==> config.mk <==
export PLATFORM = sky130hd
export DESIGN_NAME = jts16_obj_scan
export DESIGN_NICKNAME = d
export VERILOG_FILES = /design/src/rtl/jts16_obj_scan_pkg.sv /design/src/rtl/jts16_obj_scan_match.sv /design/src/rtl/jts16_obj_scan.sv
export SDC_FILE = /design/constraint.sdc
export NUM_CORES = 1
export LEC_CHECK = 0
export CAP_MARGIN = 20
export CORE_MARGIN = 3
export CORE_UTILIZATION = 55
export DETAILED_ROUTE_END_ITERATION = 10
export GPL_TIMING_DRIVEN = 0
export PLACE_DENSITY = 0.86
export SYNTH_ARGS = -nofsm -noshare
export SYNTH_HDL_FRONTEND = slang
export SYNTH_SLANG_ARGS = --single-unit
==> constraint.sdc <==
create_clock -name clk -period 4.6 [get_ports clk]
set_clock_uncertainty 0.15 [all_clocks]
set_input_delay 1.15 -clock clk [delete_from_list [all_inputs] [get_ports clk]]
set_output_delay 1.15 -clock clk [all_outputs]
set_load 0.005 [all_outputs]
==> src/rtl/jts16_obj_scan_pkg.sv <==
// jts16_obj_scan_pkg: object table word indices, control bits and scanner FSM states
package jts16_obj_scan_pkg;
   localparam logic [2:0] W_YRANGE = 3'd0;
   localparam logic [2:0] W_X      = 3'd1;
   localparam logic [2:0] W_CTRL   = 3'd2;
   localparam logic [2:0] W_BASE   = 3'd3;
   localparam logic [2:0] W_ATTR   = 3'd4;
   localparam logic [2:0] W_ROW    = 3'd6;
   localparam int C_END   = 15;
   localparam int C_SKIP  = 14;
   localparam int C_HFLIP = 8;
   typedef enum logic [2:0] {S_IDLE, S_RD, S_WAIT, S_CHK, S_FETCH, S_WB, S_HAND, S_NEXT} state_t;
   function automatic logic [10:0] waddr(input logic [6:0] idx, input logic [2:0] w);
      return {1'b0, idx, w};
   endfunction
endpackage

==> src/rtl/jts16_obj_scan_match.sv <==
// jts16_obj_match: line range test and next ROM row offset for one object
module jts16_obj_match (
   input  logic [7:0]  line,
   input  logic [7:0]  top,
   input  logic [7:0]  bottom,
   input  logic [7:0]  pitch,
   input  logic [15:0] base,
   input  logic [15:0] row,
   output logic        hit,
   output logic [15:0] row_next
);
   always_comb begin
      hit      = line >= top && line < bottom;
      row_next = line == top ? base : row + {{8{pitch[7]}}, pitch};
   end
endmodule

==> src/rtl/jts16_obj_scan.sv <==
// jts16_obj_scan: per-line object table walker, row offset write-back and drawer handoff
module jts16_obj_scan
   import jts16_obj_scan_pkg::*;
#(
   parameter int MAXOBJ = 128
) (
   input  logic        clk,
   input  logic        rst,
   input  logic        hstart,
   input  logic [8:0]  vrender,
   output logic [10:0] tbl_addr,
   input  logic [15:0] tbl_dout,
   output logic        tbl_we,
   output logic [15:0] tbl_din,
   output logic        dr_start,
   input  logic        dr_busy,
   output logic [8:0]  dr_xpos,
   output logic [15:0] dr_offset,
   output logic [3:0]  dr_bank,
   output logic [5:0]  dr_pal,
   output logic        dr_hflip,
   output logic        scan_done
);
   state_t      st, st_nx;
   logic [6:0]  idx;
   logic [1:0]  cnt;
   logic [7:0]  line, pitch;
   logic        hflip_l;
   logic [8:0]  x_l;
   logic [15:0] base_l, yr_l, yr, row_nx;
   logic [5:0]  pal_l;
   logic [3:0]  bank_l;
   logic        hit, fire, last, unused_v;
   assign unused_v = vrender[8];
   // the Y range is tested straight off the RAM bus, then held for the row calculation
   assign yr   = st == S_CHK ? tbl_dout : yr_l;
   assign fire = st == S_HAND && !dr_busy && !dr_start;
   assign last = idx == 7'(MAXOBJ - 1);
   jts16_obj_match u_match (
      .line     (line),
      .top      (yr[7:0]),
      .bottom   (yr[15:8]),
      .pitch    (pitch),
      .base     (base_l),
      .row      (tbl_dout),
      .hit      (hit),
      .row_next (row_nx)
   );
   always_comb begin
      st_nx = st;
      if (hstart) st_nx = S_RD;
      else case (st)
         S_RD:    st_nx = S_WAIT;
         S_WAIT:  st_nx = S_CHK;
         S_CHK:   st_nx = cnt == 2'd0 ? (tbl_dout[C_END] ? S_IDLE : tbl_dout[C_SKIP] ? S_NEXT : S_CHK)
                                      : (hit ? S_FETCH : S_NEXT);
         S_FETCH: st_nx = cnt == 2'd3 ? S_WB : S_FETCH;
         S_WB:    st_nx = S_HAND;
         S_HAND:  st_nx = fire ? S_NEXT : S_HAND;
         S_NEXT:  st_nx = last ? S_IDLE : S_RD;
         default: st_nx = S_IDLE;
      endcase
   end
   always_ff @(posedge clk) begin
      if (rst) begin
         st        <= S_IDLE;
         cnt       <= 2'd0;
         idx       <= 7'd0;
         line      <= 8'd0;
         pitch     <= 8'd0;
         hflip_l   <= 1'b0;
         x_l       <= 9'd0;
         base_l    <= 16'd0;
         yr_l      <= 16'd0;
         pal_l     <= 6'd0;
         bank_l    <= 4'd0;
         tbl_addr  <= 11'd0;
         tbl_we    <= 1'b0;
         tbl_din   <= 16'd0;
         dr_start  <= 1'b0;
         dr_xpos   <= 9'd0;
         dr_offset <= 16'd0;
         dr_bank   <= 4'd0;
         dr_pal    <= 6'd0;
         dr_hflip  <= 1'b0;
         scan_done <= 1'b1;
      end else begin
         st       <= st_nx;
         cnt      <= st_nx == st ? cnt + 2'd1 : 2'd0;
         tbl_we   <= 1'b0;
         dr_start <= 1'b0;
         if (hstart) begin
            line      <= vrender[7:0] + 8'd1;
            idx       <= 7'd0;
            scan_done <= 1'b0;
         end else case (st)
            S_RD:   tbl_addr <= waddr(idx, W_CTRL);
            S_WAIT: tbl_addr <= waddr(idx, W_YRANGE);
            S_CHK:
               if (cnt == 2'd0) begin
                  pitch     <= tbl_dout[7:0];
                  hflip_l   <= tbl_dout[C_HFLIP];
                  tbl_addr  <= waddr(idx, W_X);
                  scan_done <= tbl_dout[C_END];
               end else begin
                  yr_l     <= tbl_dout;
                  tbl_addr <= waddr(idx, W_BASE);
               end
            S_FETCH:
               case (cnt)
                  2'd0: begin
                     x_l      <= tbl_dout[8:0];
                     tbl_addr <= waddr(idx, W_ATTR);
                  end
                  2'd1: begin
                     base_l   <= tbl_dout;
                     tbl_addr <= waddr(idx, W_ROW);
                  end
                  2'd2: begin
                     pal_l  <= tbl_dout[13:8];
                     bank_l <= tbl_dout[3:0];
                  end
                  default: begin
                     tbl_din <= row_nx;
                     tbl_we  <= 1'b1;
                  end
               endcase
            S_HAND:
               if (fire) begin
                  dr_start  <= 1'b1;
                  dr_xpos   <= x_l;
                  dr_offset <= tbl_din;
                  dr_bank   <= bank_l;
                  dr_pal    <= pal_l;
                  dr_hflip  <= hflip_l;
               end
            S_NEXT:
               if (last) scan_done <= 1'b1;
               else idx <= idx + 7'd1;
            default: ;
         endcase
      end
   end
endmodule

==> qor.log, run 1 <==
INFO  timing         max_freq=256.2MHz
INFO  die            placementRows=40
INFO  grt            grt_max_degree=17
INFO  timing         final_period_minus_worst_setup_slack=3903ps
INFO  clock_network  clock_tree.root_cell=clkbuf_16
INFO  timing         worst_pin_slew=740.8ps
INFO  timing         setup_total_negative_slack=0ps
INFO  synthesis      synthFlopType=dfxtp_1
INFO  clock_network  cts.hold.buffers_added=0
INFO  die            die_width=117.6um
INFO  route          detailed_routing_iteration_count_for_the_pre_antenna_repair_pass=5
INFO  die            die_h=117.6um
INFO  worst_setup_path ff2ff_setup_slack=700ps
INFO  route          drt.antenna.violating_nets=0
INFO  synthesis      yosys.cell_count.top_type=nand2_1
INFO  worst_setup_path regToRegEndpoint=tbl_din[7]
INFO  timing         setup_repair_after_global_routing_missed_its_margin=no
INFO  route          detail_route.drc_violations=0
INFO  synthesis      yosys.area.top_type_share=42.40%
INFO  grt            antenna_found_initial=0
INFO  flow_run       maxCapViolCount=0
INFO  timing         maxSlewViolCount=0
INFO  power          p_total=2.942mW
INFO  route          detailroute.wirelength.met3=1344um
INFO  die            fp.dieArea=13820um^2
INFO  synthesis      synthDistinctLibCells=61
INFO  grt            globalRoute.totalOverflow=0
INFO  status         status=complete, no violations
INFO  finish         num-nets-final=1008
INFO  route          detail_route.wirelength=18330um
INFO  timing         timing.final.crit_share=84.85%
INFO  worst_setup_path path_common_cell=buf_2
INFO  finish         area_growth_syn_to_layout=25.48%
INFO  worst_setup_path crit_fanout=10
INFO  worst_setup_path critical_path.max_stage_delay=610ps
INFO  clock_network  postCtsResizedCells=0
INFO  hold_path      timing.hold.worst.start=dr_pal[3]
INFO  clock_network  ctsLongestPathBuffers=2
INFO  placed_design  globalplace.congestion=0.9226
INFO  synthesis      synth_edf_count=0
INFO  grt            via_count_of_the_first_global_routing_pass=6089
INFO  clock_network  cts_num_sinks=145
INFO  synthesis      post_synthesis_async_set_or_reset_flop_share=0%
INFO  worst_setup_path crit_slowest_cell=a2111oi_0
INFO  finish         final_layout_size_suffix_gt1_share=4.507%
INFO  clock_network  cts_buffers=17
INFO  grt            grt_pass1_wl=29840um
INFO  worst_setup_path critical_path.endpoint_type=flip-flop
INFO  placed_design  buffer_ports.inserted=92
INFO  die            core-area=12110um^2
INFO  worst_setup_path cells_along_the_critical_path=buf_2 -> and3b_1 -> buf_2 -> buf_1 -> mux2i_1 -> ha_1 -> nand4_1 -> or2_1 -> clkbuf_1 -> a2111oi_0 -> a31o_2
INFO  worst_setup_path timing.setup.critical_path_class=reg2reg
INFO  route          routed.top_layer=met4
INFO  power          vdd.ir_drop.worst=0.2417mV
INFO  worst_setup_path critical_path.reg2reg.startpoint=st[0]
INFO  synthesis      syn_avg_cell_area=8.249um^2
INFO  worst_setup_path required=4810ps
INFO  worst_setup_path r2r_cells=11
INFO  synthesis      synth.ff_latch_count=145
INFO  die            floorplan.io_pins=95
INFO  route          met2WireLength=8447um
INFO  synthesis      synth.cells.most_frequent=nand2_1 (163), dfxtp_1 (145), a21oi_1 (98)
INFO  worst_setup_path startpoint_type=flip-flop
INFO  synthesis      yosysWarningCount=0
INFO  power          p_leak=3.236nW
INFO  synthesis      sequential_share_of_the_synthesized_area=42.40%
INFO  finish         antenna-diode-count=0
INFO  route          avgViaCountPerCell=5.692
INFO  hold_path      hp-class=reg2reg
INFO  placed_design  detailed_place_hpwl=13160um
INFO  synthesis      synthCells=830
INFO  power          pwr_density_cell=342.5nW/um^2
INFO  route          wl_per_cell=16.33um
INFO  timing         setup_viol=0
INFO  grt            grt.total_usage=26.60%
INFO  hold_path      min_delay_path_depth=2
INFO  clock_network  clk_transition_reported_paths=60ps
INFO  route          drt_iter0_drc=556
INFO  timing         slew-limit-headroom=50.61%
INFO  clock_network  clock_insertion_delay_worst_skew=420ps
INFO  synthesis      synth_top_area_cell=dfxtp_1
INFO  synthesis      yosys-top-cells-area=dfxtp_1 (42%), nand2_1 (8.9%), mux2i_1 (7.6%)
INFO  route          route.vias.total=6386
INFO  worst_setup_path worst_ep_arrival_time=4120ps
INFO  clock_network  postCtsSetupRepairBufs=0
INFO  route          routedLengthMet1=7743um
INFO  clock_network  htree_num_levels=4
INFO  hold_path      hold_path_end=dr_pal[3]
INFO  die            initial_utilization=56.53%
INFO  timing         timing.final.hold_violations=0
INFO  finish         fill_cell_total_of_the_finished_layout=956
INFO  clock_network  cts_tree=yes
INFO  synthesis      syn_nets=897
INFO  synthesis      synthesis.area=6847um^2
[critical path: cells and delay by family, from the launching register on]
family                   cells  cell delay (ps)
buffers and inverters        4             1300
AO/OA/AOI/OAI                2              790
AND/OR/NAND/NOR              3              720
adder cells (fa/ha/maj)      1              360
flip-flops                   1              300
multiplexers                 1              220
[where the power goes]
group | switching (mW) | total, mW | internal [mW]
clock network | 0.545 | 1.43 | 0.887
logic | 0.146 | 0.235 | 0.0893
registers | 0.00966 | 1.28 | 1.27
total | 0.700 | 2.94 | 2.24
[stage by stage]
step | instance area (um^2) | setup slack [ps] | util [%] | instances | hold slack [ps]
after global routing | 8591 | 538.6 | 70.93 | 1122 | 317.2
after detailed placement | 7978 | 347.2 | 65.87 | 1090 | 292.5
after floorplan | 6847 | 1288 | - | 830 | 281.9
final | 8591 | 697.1 | 70.93 | 1122 | 297.8
after global placement | 7978 | 384.3 | 65.87 | 1090 | 287.1
after CTS | 8591 | 771.7 | 70.93 | 1122 | 300.9
[metal layers]
metal  up-vias  global-route usage [%]
met4         0                   14.36
met1      2946                   33.12
met2       276                   43.17
met3        55                   5.766
li1       3109                       -
met5         -                       0
[layout make-up]
class | instances | area (um^2) | share of cell area [%]
Clock buffer | 21 | 460.4 | 5.360
Inverter | 13 | 48.80 | 0.5680
Clock inverter | 11 | 152.6 | 1.777
Sequential cell | 145 | 2903 | 33.79
Buffer | 51 | 203.9 | 2.374
Tap cell | 168 | 210.2 | 2.447
Multi-Input combinational cell | 621 | 3691 | 42.97
Timing Repair Buffer | 92 | 920.9 | 10.72
[how the worst max path moves through the flow]
stage                 from     endpoint  cells after the start
5_1_grt              st[0]   tbl_din[7]                     11
3_3_place_gp   tbl_dout[0]  tbl_din[12]                     10
3_5_place_dp   tbl_dout[0]  tbl_din[12]                     10
6_report             st[0]   tbl_din[7]                     11
4_1_cts        tbl_dout[0]  tbl_din[12]                     10
2_1_floorplan  tbl_dout[0]  tbl_din[12]                      9
[logic make-up (layout without fill, tap and decap cells)]
family | Yosys count | after routing | share of synthesized area (%)
xor gates and xnor gates | 18 | 18 | 2.303
AOI/OAI and AO/OA | 181 | 181 | 15.86
adders and majority gates | 38 | 38 | 7.054
buffers and inverters | 64 | 188 | 3.692
muxes | 53 | 53 | 7.767
other | 1 | 1 | 0.05477
and+or+nand+nor | 330 | 330 | 20.87
DFF | 145 | 145 | 42.40
[sequential cells by signal (all words and copies together) (netlist names), 9 cells and up]
register	count
dr_offset	16
x_l	9
tbl_din	16
dr_xpos	9
tbl_addr	10
base_l	16
yr_l	16
[layout by cell type (no fill, tap or decap), types with 3 or more instances in the layout]
master           synthesis  final
ha_1                    37     37
dfxtp_1                145    145
xnor2_1                  7      7
nand2_1                163    163
or3_1                    3      3
o21ai_0                 25     25
a211oi_1                14     14
clkinvlp_4               0      3
bufinv_16                0      3
and3_1                   8      8
nor2_1                  82     82
mux2i_1                 52     52
a31oi_1                  6      6
inv_6                    0      3
buf_2                    7      7
nand3_1                 28     28
a21oi_1                 98     98
o211ai_1                 3      3
xor2_1                  11     11
clkbuf_16                0     17
nor3_1                   9      9
nand2b_1                 4      4
clkbuf_1                38     40
clkdlybuf4s50_1          0     92
a21o_1                   6      6
inv_1                   13     13
buf_1                    5      5
nand4_1                 10     10
nor2b_1                  6      6
No activity file was read; power rests on OpenSTA's default activity.
==> inputs of run 2 (changes only) <==
Settings changed: CORE_UTILIZATION 55 to 50, PLACE_DENSITY 0.86 to 0.83.
Clock period 4.6 ns to 3.33 ns, I/O delays scaled along.
==> qor.log, run 2 (synthesis gave the netlist of run 1 again) <==
INFO  status         status=complete, no violations
INFO  power          vdd.ir_drop.worst=0.3239mV
INFO  finish         area_growth_syn_to_layout=25.15%
INFO  clock_network  cts_buffers=17
INFO  route          drt.antenna.violating_nets=0
INFO  route          route.vias.total=6320
INFO  hold_path      hold_path_end=dr_offset[1]
INFO  worst_setup_path critical_path.n_buffers_inverters=2
INFO  finish         final_cell_area=8568um^2
INFO  timing         worst_pin_slew=743.4ps
INFO  worst_setup_path cells_along_the_critical_path=clkdlybuf4s50_1 -> mux2i_1 -> ha_1 -> nand4_1 -> or2_1 -> clkbuf_1 -> a2111oi_1 -> a31o_2
INFO  placed_design  pre_cts_slack=-607.2ps
INFO  timing         timing.final.hold_violations=0
INFO  route          wl_per_cell=16.14um
INFO  clock_network  cts_num_sinks=145
INFO  clock_network  clock_insertion_delay_worst_skew=420ps
INFO  worst_setup_path startpoint_type=primary input
INFO  worst_setup_path ff2ff_setup_slack=160ps
INFO  timing         max_freq=304.3MHz
INFO  power          power.switching_fraction=24.80%
INFO  worst_setup_path r2r_cells=10
INFO  route          detail_route.drc_violations=0
INFO  timing         slew-limit-headroom=50.44%
INFO  placed_design  buffer_ports.inserted=92
INFO  placed_design  detailed_place_hpwl=13190um
INFO  worst_setup_path required=3550ps
INFO  clock_network  ctsLongestPathBuffers=2
INFO  grt            grt_pass1_wl=28920um
INFO  power          pwr_density_cell=456.5nW/um^2
INFO  power          combPwrFrac=8.2%
INFO  grt            antenna_found_initial=0
INFO  worst_setup_path critPathTopFamily=buffers and inverters
INFO  timing         worst_hold_slack=295.7ps
INFO  die            die_width=123.0um
INFO  worst_setup_path worst_ep_arrival_time=3510ps
INFO  timing         setup_repair_after_global_routing_missed_its_margin=no
INFO  worst_setup_path critical_path.reg2reg.startpoint=st[0]
INFO  worst_setup_path cp_num_cells=8
INFO  power          p_leak=3.246nW
INFO  die            placementRows=42
INFO  worst_setup_path crit_fanout=10
INFO  finish         final_layout_size_suffix_gt1_share=4.932%
INFO  hold_path      timing.hold.worst.start=dr_offset[1]
INFO  hold_path      hp-class=reg2reg
INFO  route          detail_route.wirelength=18220um
INFO  grt            grt_max_degree=19
INFO  finish         antenna-diode-count=0
INFO  die            fp.dieArea=15130um^2
INFO  clock_network  cts_tree=yes
INFO  power          cellInternalPower=2.941mW
INFO  die            core-area=13300um^2
INFO  worst_setup_path critical_path.max_stage_delay=700ps
INFO  power          power.clock.fraction=46.7%
INFO  timing         timing.final.crit_share=98.70%
INFO  worst_setup_path timing.setup.critical_path_class=in2reg
INFO  route          avgViaCountPerCell=5.598
INFO  grt            via_count_of_the_first_global_routing_pass=5844
INFO  flow_run       maxCapViolCount=0
INFO  timing         maxSlewViolCount=0
INFO  timing         setup_ws=43.28ps
INFO  grt            grt.total_usage=24.43%
INFO  clock_network  htree_num_levels=4
INFO  worst_setup_path crit_slowest_cell=clkdlybuf4s50_1
INFO  finish         num-nets-final=1007
INFO  worst_setup_path critical_path.endpoint_type=flip-flop
INFO  die            die_h=123.0um
INFO  route          drt_iter0_drc=614
INFO  timing         setup_viol=0
INFO  finish         mostFrequentLayoutCells=nand2_1 (163), dfxtp_1 (145), a21oi_1 (98), clkdlybuf4s50_1 (87), nor2_1 (82)
INFO  finish         final_common_cell=nand2_1
INFO  hold_path      min_delay_path_depth=2
INFO  placed_design  globalplace.congestion=0.9323
INFO  route          detailed_routing_iteration_count_for_the_pre_antenna_repair_pass=5
INFO  timing         final_period_minus_worst_setup_slack=3287ps
INFO  die            initial_utilization=51.50%
INFO  placed_design  post_dp_cell_area=7988um^2
INFO  grt            globalRoute.totalOverflow=0
INFO  clock_network  clock_tree.root_cell=clkbuf_16
INFO  worst_setup_path regToRegEndpoint=tbl_din[7]
INFO  power          power_switching=0.9700mW
INFO  die            floorplan.io_pins=95
INFO  clock_network  cts.hold.buffers_added=0
INFO  clock_network  clk_transition_reported_paths=60ps
INFO  power          p_seq_share=45.1%
## run 2: cell count changes in the layout (fill, tap and decap cells not counted), moves of 2 or more
cell / change
dlymetal6s2s_1: +3
clkbuf_1: -2
dlygate4sd2_1: +2
bufinv_16: -2
clkbuf_2: +2
clkdlybuf4s50_1: -5
## run 2: through the flow
stage          std cells  setup TNS, ps  power, mW  util [%]
2_1_floorplan        830              0      1.988         -
4_1_cts             1129              0      3.921     64.29
5_1_grt             1129              0      4.024     64.45
3_5_place_dp        1098          -4154      2.115     60.08
6_report            1129              0      3.911     64.45
3_3_place_gp        1098          -4278      2.110     60.08
## run 2: what timing repair did
item,4_1_cts,5_1_grt
buffers inserted,0,0
cloned,0,0
pin swaps,0,0
endpoints found under the setup margin,18,12
gates resized for setup,2,11
## run 2: final cells by class
type	count	area, um^2
Buffer	50	205.2
Clock buffer	21	460.4
Clock inverter	11	105.1
Fill cell	1096	4727
Inverter	13	48.80
Multi-Input combinational cell	621	3700
Sequential cell	145	2903
Tap cell	176	220.2
Timing Repair Buffer	92	925.9
## run 2: how the worst max path moves through the flow
stage / startpoint / to / slack [ps]
after CTS: tbl_dout[8] / tbl_din[15] / 5
after global routing: tbl_dout[2] / tbl_din[12] / 20
after global placement: tbl_dout[0] / tbl_din[12] / -600
after detailed placement: tbl_dout[0] / tbl_din[12] / -610
after floorplan: st[0] / tbl_din[7] / 330
final: tbl_dout[7] / tbl_din[7] / 40
## run 2: worst reg2reg max path: stages (launching register included)
cell and delay [ps]:
dfxtp_1 300, buf_2 200, and3b_1 190, clkbuf_4 340, mux2i_1 160, ha_1 330, nand4_1 160, or2_1 350
clkbuf_1 270, a2111oi_1 510, a31o_2 170
## run 2: metal layers
metal / track usage, % / wire length [um]
met4: 8.858 / 542
met2: 39.70 / 8423
met5: 0 / 0
met3: 5.901 / 1524
met1: 31.77 / 7728
## run 2: power groups by stage
stage,clock network [mW],registers (mW),logic [mW]
2_1_floorplan,0,1.80,0.192
4_1_cts,1.84,1.76,0.317
3_5_place_dp,0,1.80,0.315
3_3_place_gp,0,1.80,0.311
5_1_grt,1.91,1.76,0.355
6_report,1.83,1.76,0.322
==> inputs of run 3 (changes only) <==
Settings changed: SKIP_LAST_GASP set to 1.
==> results of run 3 <==
Same layout as run 2: the final DEF is identical, and so are final timing and power.
